<file path="src/rtl/seq_multiplier.sv">
// seq_multiplier: sequential unsigned shift-add multiplier.
//
// Computes P = data_A * data_B over WIDTH iterations using a start/busy/valid
// handshake that matches the team's sequential divider. When either operand
// is zero the operation finishes immediately through a short-cut.
//
// Ports:
//   clk          in   system clock, rising-edge active
//   rst_n        in   asynchronous active-low reset
//   start        in   operation request, accepted in IDLE or DONE
//   data_A       in   multiplicand (WIDTH bits), captured on the accepting edge
//   data_B       in   multiplier (WIDTH bits), captured on the accepting edge
//   busy         out  high while iterating (state CALC)
//   valid        out  one-cycle pulse when a new result is presented (state DONE)
//   answer       out  low WIDTH bits of the product, held until the next result
//   product_full out  full 2*WIDTH-bit product, held until the next result
//   ovf_flag     out  upper WIDTH bits of the product are nonzero
//   zero_flag    out  result came from the zero-operand short-cut
module seq_multiplier #(
  parameter int WIDTH = 10,
  parameter int CNT_W = 4
) (
  input  logic               clk,
  input  logic               rst_n,
  input  logic               start,
  input  logic [WIDTH-1:0]   data_A,
  input  logic [WIDTH-1:0]   data_B,
  output logic               busy,
  output logic               valid,
  output logic [WIDTH-1:0]   answer,
  output logic [2*WIDTH-1:0] product_full,
  output logic               ovf_flag,
  output logic               zero_flag
);

  typedef enum logic [1:0] {
    IDLE,
    CALC,
    DONE
  } state_t;

  localparam logic [CNT_W-1:0] LAST_CNT = CNT_W'(WIDTH - 1);

  state_t             state_q, state_d;
  logic [WIDTH-1:0]   m_q, m_d;
  logic [WIDTH-1:0]   acc_q, acc_d;
  logic [WIDTH-1:0]   q_q, q_d;
  logic [CNT_W-1:0]   cnt_q, cnt_d;
  logic [WIDTH-1:0]   answer_q, answer_d;
  logic [2*WIDTH-1:0] prod_q, prod_d;
  logic               ovf_q, ovf_d;
  logic               zero_q, zero_d;

  logic [WIDTH:0]     sum;
  logic [WIDTH-1:0]   acc_shift;
  logic [WIDTH-1:0]   q_shift;

  // One shift-add step: add the multiplicand when the current multiplier bit
  // is set, then shift the {carry, ACC, Q} chain right by one. The carry out
  // of the add lands in the top of ACC and the low ACC bit moves into Q.
  always_comb begin
    sum       = {1'b0, acc_q} + (q_q[0] ? {1'b0, m_q} : '0);
    acc_shift = sum[WIDTH:1];
    q_shift   = {sum[0], q_q[WIDTH-1:1]};
  end

  // Next-state and datapath control. Start is honoured in IDLE and DONE so
  // that a held start chains operations with only the DONE cycle between
  // them. Result registers are written only on the edge entering DONE.
  always_comb begin
    state_d  = state_q;
    m_d      = m_q;
    acc_d    = acc_q;
    q_d      = q_q;
    cnt_d    = cnt_q;
    answer_d = answer_q;
    prod_d   = prod_q;
    ovf_d    = ovf_q;
    zero_d   = zero_q;

    case (state_q)
      IDLE, DONE: begin
        if (start) begin
          m_d   = data_A;
          q_d   = data_B;
          acc_d = '0;
          cnt_d = '0;
          if ((data_A == '0) || (data_B == '0)) begin
            state_d  = DONE;
            prod_d   = '0;
            answer_d = '0;
            ovf_d    = 1'b0;
            zero_d   = 1'b1;
          end else begin
            state_d = CALC;
          end
        end else begin
          state_d = IDLE;
        end
      end

      CALC: begin
        acc_d = acc_shift;
        q_d   = q_shift;
        cnt_d = cnt_q + 1'b1;
        if (cnt_q == LAST_CNT) begin
          // The final shift completes the product; latch it straight from
          // the shifter so it is visible in the DONE cycle.
          state_d  = DONE;
          prod_d   = {acc_shift, q_shift};
          answer_d = q_shift;
          ovf_d    = |acc_shift;
          zero_d   = 1'b0;
        end
      end

      default: begin
        state_d = IDLE;
      end
    endcase
  end

  // State and datapath registers; reset clears everything immediately so an
  // aborted operation leaves no stale result behind.
  always_ff @(posedge clk or negedge rst_n) begin
    if (!rst_n) begin
      state_q  <= IDLE;
      m_q      <= '0;
      acc_q    <= '0;
      q_q      <= '0;
      cnt_q    <= '0;
      answer_q <= '0;
      prod_q   <= '0;
      ovf_q    <= 1'b0;
      zero_q   <= 1'b0;
    end else begin
      state_q  <= state_d;
      m_q      <= m_d;
      acc_q    <= acc_d;
      q_q      <= q_d;
      cnt_q    <= cnt_d;
      answer_q <= answer_d;
      prod_q   <= prod_d;
      ovf_q    <= ovf_d;
      zero_q   <= zero_d;
    end
  end

  assign busy         = (state_q == CALC);
  assign valid        = (state_q == DONE);
  assign answer       = answer_q;
  assign product_full = prod_q;
  assign ovf_flag     = ovf_q;
  assign zero_flag    = zero_q;

endmodule

</file>
<file path="config.mk">
export PLATFORM = sky130hd
export DESIGN_NAME = seq_multiplier
export DESIGN_NICKNAME = d
export VERILOG_FILES = /design/src/rtl/seq_multiplier.sv
export SDC_FILE = /design/constraint.sdc
export NUM_CORES = 1
export LEC_CHECK = 0
export CORE_ASPECT_RATIO = 1.4
export CORE_MARGIN = 1.5
export CORE_UTILIZATION = 45
export DETAILED_ROUTE_END_ITERATION = 16
export PLACE_DENSITY = 0.81
export SLEW_MARGIN = 25
export SYNTH_ARGS = -nofsm -noshare
export SYNTH_HDL_FRONTEND = slang
export SYNTH_SLANG_ARGS = --single-unit
</file>
<file path="constraint.sdc">
create_clock -name clk -period 6.1 [get_ports clk]
set_input_delay 0.915 -clock clk [delete_from_list [all_inputs] [get_ports clk]]
set_output_delay 0.915 -clock clk [all_outputs]
set_load 0.01 [all_outputs]
</file>
After elaboration in Yosys (flattened, before gate mapping)
Cells that the tools add are included.
{ "totals": {"regBits": 68, "inputBits": 23, "word_cells": 54} }
{ "classes": {"add_sub_neg": 2, "n_eq_ne": 6, "n_mux": 27, "reduce_logical": 10} }
{ "op_table": {"columns": ["cell", "count"], "rows": [
  ["$mux W10", 6],
  ["$mux W20", 3],
  ["$pmux W10 S2", 3],
  ["$pmux W20 S2", 1],
  ["$logic_not A10 Y1", 2],
  ["$add A10 B10 Y11", 1],
  ["$reduce_or A10 Y1", 1],
  ["$pmux W4 S2", 1],
  ["$mux W1", 6],
  ["$mux W2", 3],
  ["$add A4 B1 Y4 const B", 1],
  ["$eq A4 B4 Y1 const B", 1],
  ["$mux W4", 1],
  ["$ne A2 B2 Y1 const B", 2],
  ["$pmux W1 S2", 2],
  ["$pmux W2 S2", 1],
  ["$reduce_and A2 Y1", 2],
  ["$reduce_and A4 Y1", 1],
  ["$eq A2 B1 Y1 const B", 1],
  ["$eq A2 B2 Y1 const B", 1],
  ["$logic_not A2 Y1", 1],
  ["$ne A2 B1 Y1 const B", 1],
  ["$reduce_bool A2 Y1", 1],
  ["$reduce_or A2 Y1", 1],
  ["$logic_or A1 B1 Y1", 1]
]} }

Depth between registers and ports, before layout
Gate-level depths: netlist of run 1.
{ "depth": {"ltp_word": 5, "mapped_depth": 10, "depth_no_buf": 9} }

Least setup slack after synthesis of run 1
No wires, ideal clock.
{ "synth_timing": {"path_kind": "reg-to-reg", "from": "register q_q[0]", "to": "register ovf_q, in the netlist ovf_flag", "setup_ps": 124, "arrival_ps": 2458, "required_ps": 5976, "setup_slack_ps": 3518, "path_stages_with_launch": 11, "n_path_buf": 1, "period_less_slack_ps": 2582, "path_cell_list": "dfrtp_1 > clkbuf_1 > and2_1 > ha_1 > fa_1 > a21o_1 > a221oi_2 > mux2i_1 > nand3_2 > a21bo_1 > o31a_1"} }
{ "synth_between": {"elab_chain_len": 5} }
{ "synth_rtl": {"columns": ["item", "line_no", "source"], "rows": [
  ["from (decl)", "47", "logic [WIDTH-1:0] q_q, q_d;"],
  ["from (signal assigned)", "140", "q_q <= q_d;"],
  ["$mux W10", "62", "sum = {1'b0, acc_q} + (q_q[0] ? {1'b0, m_q} : '0);"],
  ["$add A10 B10 Y11", "62", null],
  ["$reduce_or A10 Y1", "112", "ovf_d = |acc_shift;"],
  ["$mux W1", "106", "if (cnt_q == LAST_CNT) begin"],
  ["$pmux W1 S2", "81", "case (state_q)"],
  ["to (signal assigned)", "144", "ovf_q <= ovf_d;"],
  ["to (decl)", "51", "logic ovf_q, ovf_d;"]
]} }
Every way passes these cells. The select of a mux whose other input is x is not followed.
A chain may end at the register's enable or synchronous reset.

Worst setup path after layout of run 1
{ "layout_timing": {"from": "register state_q[1]", "to": "output port busy"} }
{ "layout_between": {"elab_chain_len": 1} }
{ "layout_rtl": {"columns": ["item", "line_no", "source"], "rows": [
  ["from (decl)", "44", "state_t state_q, state_d;"],
  ["from (signal assigned)", "137", "state_q <= state_d;"],
  ["$eq A2 B1 Y1", "149", "assign busy = (state_q == CALC);"],
  ["to (decl)", "28", "output logic busy,"]
]} }
Every way passes these cells.

==> metrics.yaml, run 1 <==
worst_setup_path_end_kind: "output port"
seq_area_frac_synth_pct: 49.4
gr-total-overflow: 0
dr_wl_met2_um: 3420
wl_met3_um: 283
initial_utilization_pct: 47.0
maxCapViolCount: 0
slew_viol_final: 0
pre_cts_ws_ns: 3.03
synth_compound_area_share_pct: 12.9
cts.clk_slew.worst_paths_ns: 0.07
holdBufCountCts: 0
multi_input_area_um2: 1340
cts.sinks: 58
dr.pass1.iters: 4
start_kind: "register"
clockRootBuffer: "clkbuf_8"
switching_share_pct: 38.5
synth_nets: 356
fill_cells: 537
n_antenna_cell: 0
syn_area_per_cell_um2: 9.18
final_cell_mix: "100 x nand2_1, 58 x dfrtp_1, 55 x clkdlybuf4s50_1"
p_switching_mw: 0.752
cts_resized: 0
clock_power_share_pct: 17.1
vias: 2498
synthSimpleGateAreaFrac_pct: 24.4
synth-xor-area-share_pct: 1.49
internal-power_mw: 1.20
fin_cells: 442
rsz0062_at_grt: "false"
syn_to_final_growth_pct: 24.9
fin_skew_ns: 0.00604
htree_levels: 3
yosysUniqueCellTypes: 42
synth_top_area_share_pct: 49.4
hold_depth: 2
period_needed_ns: 3.24
place_area_um2: 3480
worstPathMaxFanout: 20
rr_endpoint: "ovf_flag"
crit_type: "reg -> out"
dp_hpwl_um: 4890
setup_viol: 0
synth_flop_cell: "dfrtp_1"
clockBufferDepth: 2
wl_per_cell_um: 15.4
power_mw: 1.95
outcome: "finished clean"
period_share_pct: 53.1
top_layer: "met4"
ioPinCount: 57
place_inst: 427
fin_setup_tns_ns: 0
fp-row-count: 34
postRouteAntennaNets: 0
grt_pass1_wl_um: 11300
p_comb_share_pct: 47.3
route.detailed.drc: 0
grt_pass1_vias: 2419
drtIter0Drc: 227
cts_tree: "done"
cts_buffers: 9
antenna_found_initial: 0
critPathLaunch: "state_q[1]"
final_common_cell: "nand2_1"
r2r_slack_ns: 3.28
r2r_start: "q_q[0]"
wirelength_um: 6830
synthTopCellsByArea: "dfrtp_1 49%, nand2_1 13%, ha_1 5.1%, nand3_1 3.7%, buf_4 2.8%"
holdCritStartpoint: "m_q[9]"
vias_per_cell: 5.65
grt_usage_pct: 21.0
port_buffers: 56
synth-async-reset-ratio_pct: 100
clk_latency_ns: 0.33
worst_slew_pin_slew_ns: 0.741
worstHoldPathType: "reg -> reg"
synth_fa_ha_area_share_pct: 5.79
fmax_ghz: 0.309
synthCells: 320
fp.dieW_um: 71.3
slew_headroom_pct: 50.5
cp.required_ns: 5.18
ys_ff_latch: 58
seqCellArea_um2: 1450
fin_ws_ns: 2.86
layout.nets: 402
synth_top_family_by_area: "simple AND/OR/NAND/NOR gates"
gp_congestion: 0.848
rr_worst_depth: 9
hold_violations: 0
arrival_ns: 2.32
dieArea_um2: 7030
leakagePower_nw: 1.80
wirelength_met1_um: 2750
drive_above_1_share_pct: 7.57
pwr-share-seq_pct: 35.6
grt_max_degree: 59
core-area_um2: 6250
whs_endpoint: "m_q[9]"
power_density_nw_per_um2: 532
synth_mux_area_share_pct: 1.07
synth_area_um2: 2940
yosysWarnings: 0
final_cell_area_um2: 3670
vdd_drop_max_uv: 185
synth_edf_count: 0
yosys.area.top_type: "dfrtp_1"
postCtsSetupRepairBufs: 0
die_h_um: 98.6
==> metrics by stage <==
stage	util (%)	hold WS, ns
floorplan	-	0.437
global placement	55.6	0.453
detailed placement	55.6	0.455
CTS	58.6	0.470
global route	58.6	0.505
finish	58.6	0.467
==> logic make-up after synthesis <==
kind of cell / after synthesis
flip-flops: 58
XOR/XNOR: 5
adder cells (fa/ha/maj): 13
AND/OR/NAND/NOR: 160
buffers and inverters: 28
AO/OA/AOI/OAI: 53
multiplexers: 3
==> area by class of cell <==
class                   count  area share (%)
repair buffers             60            16.0
clock buffers              14            4.98
flip-flops and latches     58            39.6
inverters                   3           0.307
well taps                  72            2.46
multi-input cells         234            36.5
clock inverters             1           0.205
==> cell usage after synthesis, types with 3 or more instances <==
master    number
a21oi_1        9
nand2b_1       3
nor2b_1        3
buf_4         11
nand2_1      100
dfrtp_1       58
o21ai_0       15
a21o_1         6
clkbuf_1      12
a22o_1         5
ha_1          12
a22oi_1       10
and2_1        11
nand3_1       22
xnor2_1        3
nor2_1         6
==> how the worst max path moves through the flow <==
stage,cells past startpoint,to
2_1_floorplan,10,ovf_flag
3_3_place_gp,6,ovf_flag
3_5_place_dp,6,ovf_flag
4_1_cts,3,busy
5_1_grt,3,busy
6_report,3,busy
==> routing by layer <==
metal / up-vias / GRT usage, %
met5: - / 0
met4: 0 / 14.9
met3: 27 / 4.29
met1: 1205 / 24.8
met2: 91 / 33.5
li1: 1175 / -
==> state kept, by name, indices dropped and copies added, names as in the netlist <==
register      flops
m_q              10
q_q              10
state_q           2
cnt_q             4
acc_q            10
product_full     11
zero_flag         1
ovf_flag          1
answer            9
==> worst max-delay path, stage by stage (launching register included) <==
cell and delay, ns:
dfrtp_1 0.37, nand2b_1 0.34, inv_1 0.59, clkdlybuf4s50_1 0.68
==> power by group through the flow <==
stage	Combinational, mW	Sequential (mW)	Clock [mW]
5_1_grt	1.02	0.717	0.358
3_3_place_gp	0.897	0.689	0
6_report	0.923	0.695	0.334
3_5_place_dp	0.922	0.698	0
4_1_cts	0.928	0.694	0.339
2_1_floorplan	0.581	0.693	0
Power figures use the tool's default switching activity.
==> run 2, diff against run 1 <==
Settings changed: PLACE_DENSITY 0.81 to 0.84.
Clock period 6.1 ns to 2.68 ns, I/O delays scaled along.
==> metrics.yaml, run 2 (synthesis gave the netlist of run 1 again) <==
outcome: "finished clean"  # unchanged
maxCapViolCount: 0  # unchanged
r2r_slack_ns: 0.13  # was 3.28 ns
setup_viol: 0  # unchanged
cts_buffers: 9  # unchanged
cts.sinks: 58  # unchanged
fin_skew_ns: 0.0118  # was 0.00604 ns
ioPinCount: 57  # unchanged
period_needed_ns: 2.55
route.detailed.drc: 0  # unchanged
vias_per_cell: 5.40  # was 5.65
gr-total-overflow: 0  # unchanged
vias: 2443  # was 2498
crit_slowest_cell: "dfrtp_2"  # was clkdlybuf4s50_1
drive_above_1_share_pct: 10.0  # was 7.57%
wirelength_um: 6920  # was 6830 um
clockRootBuffer: "clkbuf_8"  # unchanged
cts.clk_slew.worst_paths_ns: 0.07  # about the same
grt_usage_pct: 20.7  # was 21.0%
antenna_found_initial: 0  # unchanged
grt_pass1_vias: 2451  # was 2419
final_cell_mix: "100 x nand2_1, 57 x dfrtp_1, 55 x clkdlybuf4s50_1"  # was 100 x nand2_1, 58 x dfrtp_1, 55 x clkdlybuf4s50_1
fp.dieW_um: 71.3  # unchanged
rr_endpoint: "ovf_flag"  # unchanged
grt_max_degree: 34  # was 59
worst_slew_pin_slew_ns: 0.712  # was 0.741 ns
cp.required_ns: 2.90  # was 5.18 ns
fmax_ghz: 0.392
worst_setup_path_end_kind: "register"  # was output port
gp_congestion: 0.929  # was 0.848
holdWs_ns: 0.117  # was 0.467 ns
worstHoldPathType: "in -> async"  # was reg -> reg
cp_cell_sequence: "and2_1 > ha_1 > fa_1 > a21o_1 > a221oi_2 > buf_4 > mux2i_1 > nand3_1 > o31a_1"  # was nand2b_1 > inv_1 > clkdlybuf4s50_1
syn_to_final_growth_pct: 27.3  # was 24.9%
hold_violations: 0  # unchanged
power_density_nw_per_um2: 1200  # was 532 nW/um2
final_common_cell: "nand2_1"  # unchanged
crit_type: "reg -> reg"  # was reg -> out
start_kind: "register"  # unchanged
die_h_um: 98.6  # unchanged
htree_levels: 3  # unchanged
core-area_um2: 6250  # unchanged
worstPathMaxFanout: 8  # was 20
largest_reg_flops: 11  # unchanged
grt_pass1_wl_um: 11300  # about the same
arrival_ns: 2.77  # was 2.32 ns
critPathLaunch: "q_q[0]"  # was state_q[1]
postRouteAntennaNets: 0  # unchanged
n_antenna_cell: 0  # unchanged
wl_per_cell_um: 15.3  # was 15.4 um
clk_latency_ns: 0.33  # about the same
leakagePower_nw: 1.84  # was 1.80 nW
slowest_delay_ns: 0.44  # was 0.68 ns
period_share_pct: 95.1
r2r_start: "q_q[0]"  # unchanged
slew_viol_final: 0  # unchanged
fin_setup_tns_ns: 0  # unchanged
dieArea_um2: 7030  # unchanged
vdd_drop_max_uv: 395  # was 185 uV
slew_headroom_pct: 52.6  # was 50.5%
dp_hpwl_um: 5240  # was 4890 um
fp-row-count: 34  # unchanged
drtIter0Drc: 138  # was 227
holdBufCountCts: 0  # unchanged
layout.nets: 412  # was 402
rr_worst_depth: 9  # unchanged
cts_tree: "done"  # unchanged
dr.pass1.iters: 5  # was 4
initial_utilization_pct: 47.0  # unchanged
clockBufferDepth: 2  # unchanged
port_buffers: 56  # unchanged
run 2: per-layer routing:
| metal | routed length (um) | vias to the layer above | track usage [%] | share of wire, % |
|---|---|---|---|---|
| li1 | - | 1194 | - | - |
| met1 | 2790 | 1167 | 23.6 | 40 |
| met2 | 3740 | 64 | 36.3 | 54 |
| met3 | 212 | 18 | 4.60 | 3.1 |
| met4 | 180 | 0 | 9.72 | 2.6 |
| met5 | 0 | - | 0 | 0 |
run 2: where the power goes:
part / switching [mW] / internal [mW] / leakage, nW / total [mW]
Clock: 0.319 / 0.447 / 0.0962 / 0.765
Sequential: 0.300 / 1.28 / 0.717 / 1.58
Combinational: 1.08 / 1.07 / 1.03 / 2.15
run 2: worst max-delay path by stage:
stage          endpoint  slack (ns)  cells after the start
2_1_floorplan  ovf_flag         0.1                     10
3_3_place_gp   ovf_flag        0.19                      9
3_5_place_dp   ovf_flag        0.10                      9
4_1_cts        ovf_flag         0.1                      9
5_1_grt        ovf_flag      -0.007                      9
6_report       ovf_flag        0.13                      9
run 2: critical path, delay by kind of cell, from the launching register on:
family	cells	cell delay (ns)
AND/OR/NAND/NOR	2	0.25
buffers and inverters	1	0.19
adder cells (fa/ha/maj)	2	0.62
multiplexers	1	0.18
AO/OA/AOI/OAI	3	0.78
flip-flops	1	0.44
run 2: through the flow:
stage	util [%]	total power [mW]	setup slack (ns)	cell area [um2]	std cells
finish	59.8	4.50	0.132	3740	452
global route	59.8	4.84	-0.00734	3740	452
CTS	59.5	4.49	0.0983	3720	450
detailed placement	56.6	3.71	0.103	3540	435
global placement	56.6	3.63	0.194	3540	435
floorplan	-	2.90	0.0983	2940	320
run 2: cell type report:
| type | count | area (um2) |
|---|---|---|
| Tap cell | 72 | 90.1 |
| Inverter | 3 | 11.3 |
| Sequential cell | 58 | 1450 |
| Multi-Input combinational cell | 234 | 1340 |
| Timing Repair Buffer | 70 | 661 |
| Fill cell | 523 | 2510 |
| Clock buffer | 12 | 145 |
| Clock inverter | 3 | 40.0 |
run 2: timing repair:
item                                   4_1_cts  5_1_grt
setup endpoints to repair                    0        1
setup buffers                                0        2
endpoints found under the hold margin        0        0
resized for setup                            0        1
==> run 3, diff against run 2 <==
Settings changed: CAP_MARGIN set to 20.
==> results of run 3 <==
The final DEF is identical to that of run 2; final timing and power are the same.
